## config.mk

```make
export PLATFORM = sky130hd
export DESIGN_NAME = demux_sel_scheduler
export DESIGN_NICKNAME = d
export VERILOG_FILES = /design/src/rtl/demux_sel_scheduler.sv
export SDC_FILE = /design/constraint.sdc
export NUM_CORES = 1
export LEC_CHECK = 0
export BUFFER_PORTS_ARGS = -buffer_cell sky130_fd_sc_hd__buf_2
export CAP_MARGIN = 5
export CORE_MARGIN = 5
export CORE_UTILIZATION = 60
export CTS_CLUSTER_DIAMETER = 30
export DETAILED_ROUTE_END_ITERATION = 6
export GPL_TIMING_DRIVEN = 0
export PLACE_DENSITY = 0.9
export REMOVE_ABC_BUFFERS = 1
export SYNTH_ARGS = -nofsm -noshare
export SYNTH_HDL_FRONTEND = slang
export SYNTH_SLANG_ARGS = --single-unit
```

## constraint.sdc

```tcl
create_clock -name clk -period 5 [get_ports clk]
set_input_delay 0.25 -clock clk [delete_from_list [all_inputs] [get_ports clk]]
set_output_delay 0.25 -clock clk [all_outputs]
set_load 0.1 [all_outputs]
```

## src/rtl/demux_sel_scheduler.sv

```systemverilog
// Round-robin scheduler feeding the 1-to-4 demux: grants one requesting channel
// for a fixed dwell, gates din onto w during the dwell, and inserts an idle gap.
module demux_sel_scheduler #(
    parameter int DWELL = 10,
    parameter int GAP   = 1,
    parameter int CW    = 8
) (
    input  logic       clk,
    input  logic       rst_n,
    input  logic       en,
    input  logic [3:0] req,
    input  logic       din,
    output logic [1:0] sel,
    output logic       w,
    output logic [3:0] grant,
    output logic       busy,
    output logic       done
);

    typedef enum logic [1:0] {
        ST_IDLE,
        ST_DWELL,
        ST_GAP
    } state_t;

    localparam logic [CW-1:0] DWELL_LOAD = CW'(DWELL - 1);
    localparam logic [CW-1:0] GAP_LOAD   = CW'((GAP > 0) ? (GAP - 1) : 0);

    state_t        state, state_n;
    logic [CW-1:0] cnt, cnt_n;
    logic [1:0]    ptr, ptr_n;
    logic [1:0]    sel_n;
    logic [3:0]    grant_n;
    logic          busy_n;
    logic          done_n;

    logic [1:0]    base;
    logic [1:0]    idx;
    logic [1:0]    winner;
    logic          found;
    logic          decide;

    always_ff @(posedge clk or negedge rst_n) begin
        if (!rst_n) begin
            state <= ST_IDLE;
            cnt   <= '0;
            ptr   <= 2'd0;
            sel   <= 2'd0;
            grant <= 4'b0000;
            busy  <= 1'b0;
            done  <= 1'b0;
        end else begin
            state <= state_n;
            cnt   <= cnt_n;
            ptr   <= ptr_n;
            sel   <= sel_n;
            grant <= grant_n;
            busy  <= busy_n;
            done  <= done_n;
        end
    end

    // A back-to-back decision at the end of a dwell must already see the advanced pointer.
    always_comb begin
        base   = (state == ST_DWELL) ? sel + 2'd1 : ptr;
        found  = 1'b0;
        winner = base;
        idx    = base;
        for (int i = 0; i < 4; i++) begin
            idx = base + 2'(i);
            if (!found && req[idx]) begin
                found  = 1'b1;
                winner = idx;
            end
        end
    end

    always_comb begin
        state_n = state;
        cnt_n   = cnt;
        ptr_n   = ptr;
        sel_n   = sel;
        done_n  = 1'b0;
        decide  = 1'b0;

        case (state)
            ST_IDLE: begin
                decide = 1'b1;
            end
            ST_DWELL: begin
                if (cnt != '0) begin
                    cnt_n = cnt - 1'b1;
                end else begin
                    done_n = 1'b1;
                    ptr_n  = sel + 2'd1;
                    if (GAP > 0) begin
                        state_n = ST_GAP;
                        cnt_n   = GAP_LOAD;
                    end else begin
                        state_n = ST_IDLE;
                        decide  = 1'b1;
                    end
                end
            end
            ST_GAP: begin
                if (cnt != '0) begin
                    cnt_n = cnt - 1'b1;
                end else begin
                    state_n = ST_IDLE;
                    decide  = 1'b1;
                end
            end
            default: begin
                state_n = ST_IDLE;
                cnt_n   = '0;
            end
        endcase

        if (decide && en && found) begin
            state_n = ST_DWELL;
            sel_n   = winner;
            cnt_n   = DWELL_LOAD;
        end

        grant_n = (state_n == ST_DWELL) ? (4'b0001 << sel_n) : 4'b0000;
        busy_n  = (state_n != ST_IDLE);
    end

    assign w = din & (state == ST_DWELL);

endmodule

```

==> impl_metrics.toml <==
[die]
effective_utilization_at_floorplan_pct = 62.9
row_count = 16
floorplan.io_pins = 17
die_area_sq_mm = 0.00304
die_width_um = 55.1
die_height_um = 55.1
core-area_sq_mm = 0.00194

[logic_synthesis]
ys_top_cells_by_count = "dfrtp_1 (20), nor2_1 (15), a21oi_1 (10), nand2_1 (10), o21ai_0 (10)"
synth_area_leader_cell = "dfrtp_1"
synth_enable_flop_cells = 0
synth_top_family_by_area = "simple AND/OR/NAND/NOR gates"
synth_cells = 135
synth.area.top_cells = "dfrtp_1 (41%), ha_1 (7.2%), nor2_1 (4.6%)"
avgSynthCellArea_sq_um = 9.05
synth-main-ff-cell = "dfrtp_1"
xor_xnor_share_of_the_synthesized_area_pct = 0.717
synthMuxAreaShare_pct = 0
synth-compound-area-share_pct = 23.5
synth_most_common_cell = "dfrtp_1"
post_synth_num_cell_types = 41
postSynthRegisterBits = 20
sequential_element_share_of_the_synthesized_area_pct = 41.0
synth_warnings = 0
synth_async_sr_flop_share_pct = 100
post_synth_fa_ha_maj_area_fraction_pct = 7.17
synth_top_area_share_pct = 41.0
synth_simple_gate_area_share_pct = 24.3
post_synth_instance_area_sq_mm = 0.00122

[clock_network]
cts.sink_count = 20
clk-insertion-delay-late_ns = 0.29
cts_buffers = 3
tritoncts = "built"
ctsLongestPathBuffers = 2
hold_buffers = 1
cts_repair_resized_insts = 0
cts.root.buffer_cell = "clkbuf_4"
post_cts.repair.setup_buffers = 0
clk_pin_slew_ns = 0.12
htree_levels = 1

[setup_path]
required_ns = 5.18
critical_path.max_fanout = 8
critical_path_class = "flip-flop to flip-flop"
cp.arrival_ns = 2.54
worst_setup_path_start_kind = "flip-flop"
timing.critical_path.to_type = "flip-flop"

[run]
maxCapViolCount = 0

[cells_and_area]
layout-drive-gt1-share_pct = 16.9
final_nets = 170
growth_of_design_area_from_synthesis_to_finish_pct = 11.9
insertedDiodeCount = 0

[timing]
grt_setup_unrepaired = "no"
worst_slew_pin_slew_ns = 0.647
final_hold_viol_count = 0
setup-violations-final = 0
post-route-period-util_pct = 47.3
timing.fmax_ghz = 0.423
slew_violations = 0
timing.clock.skew_ns = 0.00626
fin_tns_setup_ns = 0
max-slew-margin-rel_pct = 56.5
min_period_ns = 2.37

[global_route]
globalRouteTotalUtil_pct = 19.7
grt_pass1_wl_um = 4400
grt-ovfl-total = 0
largest_net_degree_at_the_start_of_global_routing = 21
antenna_found_initial = 0
number_of_global_route_vias_before_repair = 1042

[route]
detail_route.vias_per_cell = 6.05
wl_per_cell_um = 14.0
routed_wirelength_um = 2530
final_antenna_net_count = 0
detail_route.iter0.violations = 23
num_vias = 1095
drt_pre_antenna_iters = 5
route.detailed.drc = 0

[power]
p_total_mw = 0.329
power.density_cell_area_mw_per_mm2 = 240
cellLeakagePower_nw = 0.615
ir_drop_mv = 0.212

[place]
placement.io_buffers = 16
gpl.final_weighted_congestion = 0.870
detailed_place_hpwl_um = 1970

[outcome]
run_status = "completed"

[worst_hold_path]
worstHoldPathType = "input pin to async pin"
==> metrics by stage <==
step                      hold WS [ns]  util (%)  std cells  area [sq um]  worst slack, ns
after floorplan                -0.0456         -        133          1210             2.69
after global placement           0.214      68.0        176          1320             2.73
after detailed placement         0.219      68.0        176          1320             2.65
after CTS                        0.425      70.4        181          1370             2.62
after global routing             0.454      70.4        181          1370             2.35
final                            0.414      70.4        181          1370             2.63
==> worst max-delay path, stage by stage, from the launching register on <==
cell	delay (ns)
dfrtp_1	0.49
or4_4	0.57
or3_4	0.40
a221oi_2	0.36
nor2_1	0.10
a31oi_1	0.25
nor2b_1	0.08
==> metal layers <==
metal	GRT usage, %	share of wire [%]	wire [um]
met1	24.2	46	1160
met2	35.4	50	1280
met3	3.75	3.4	86
met4	4.45	0.39	10
met5	0	0	0
==> power by group <==
| group | switching, mW | internal [mW] | total (mW) |
|---|---|---|---|
| sequential | 0.00259 | 0.165 | 0.168 |
| clock | 0.0481 | 0.0443 | 0.0923 |
| combinational | 0.0505 | 0.0179 | 0.0684 |
==> area by class of cell <==
type | instances | area (sq um)
multi-input cells | 106 | 679
fillers | 147 | 576
flip-flops and latches | 20 | 500
repair buffers | 17 | 90.1
clock buffers | 4 | 36.3
well taps | 27 | 33.8
inverters | 7 | 26.3
==> worst paths after layout <==
kind / startpoint / slack, ns / cells after the start / to
min: rst_n / 0.41 / 2 / cnt[6]$_DFFE_PN0P_
max in group asynchronous: rst_n / 4.28 / 2 / grant[0]$_DFF_PN0_
min reg2reg: ptr[1]$_DFFE_PN0P_ / 0.52 / 2 / ptr[1]$_DFFE_PN0P_
min in group clk: en / 0.42 / 4 / cnt[0]$_DFFE_PN0P_
max reg2reg: cnt[3]$_DFFE_PN0P_ / 2.63 / 6 / grant[1]$_DFF_PN0_
max: cnt[3]$_DFFE_PN0P_ / 2.63 / 6 / grant[1]$_DFF_PN0_
==> logic make-up (layout without fill, tap and decap cells) <==
family / Yosys count / after routing
buf+inv: 9 / 28
compound gates: 43 / 43
fa+ha+maj: 7 / 7
flops: 20 / 20
simple gates: 55 / 55
xor+xnor: 1 / 1
==> flip-flops by register name, summed over array words and instances, names as in the netlist <==
name / count
busy: 1
cnt: 8
sel: 2
grant: 4
state: 2
ptr: 2
done: 1
==> cells in the final DEF, fill, tap and decap left out, drive strengths merged, types with 2 or more instances in the layout <==
cell type / count
dfrtp: 20
buf: 16
nor2: 15
a21oi: 10
o21ai: 10
nand2: 10
inv: 7
ha: 7
nor3: 6
nand2b: 5
and2: 5
o31ai: 4
clkbuf: 4
nor2b: 3
nor3b: 2
a31oi: 2
o21bai: 2
a21o: 2
or3: 2
or4: 2
No activity file was read; power rests on OpenSTA's default activity.
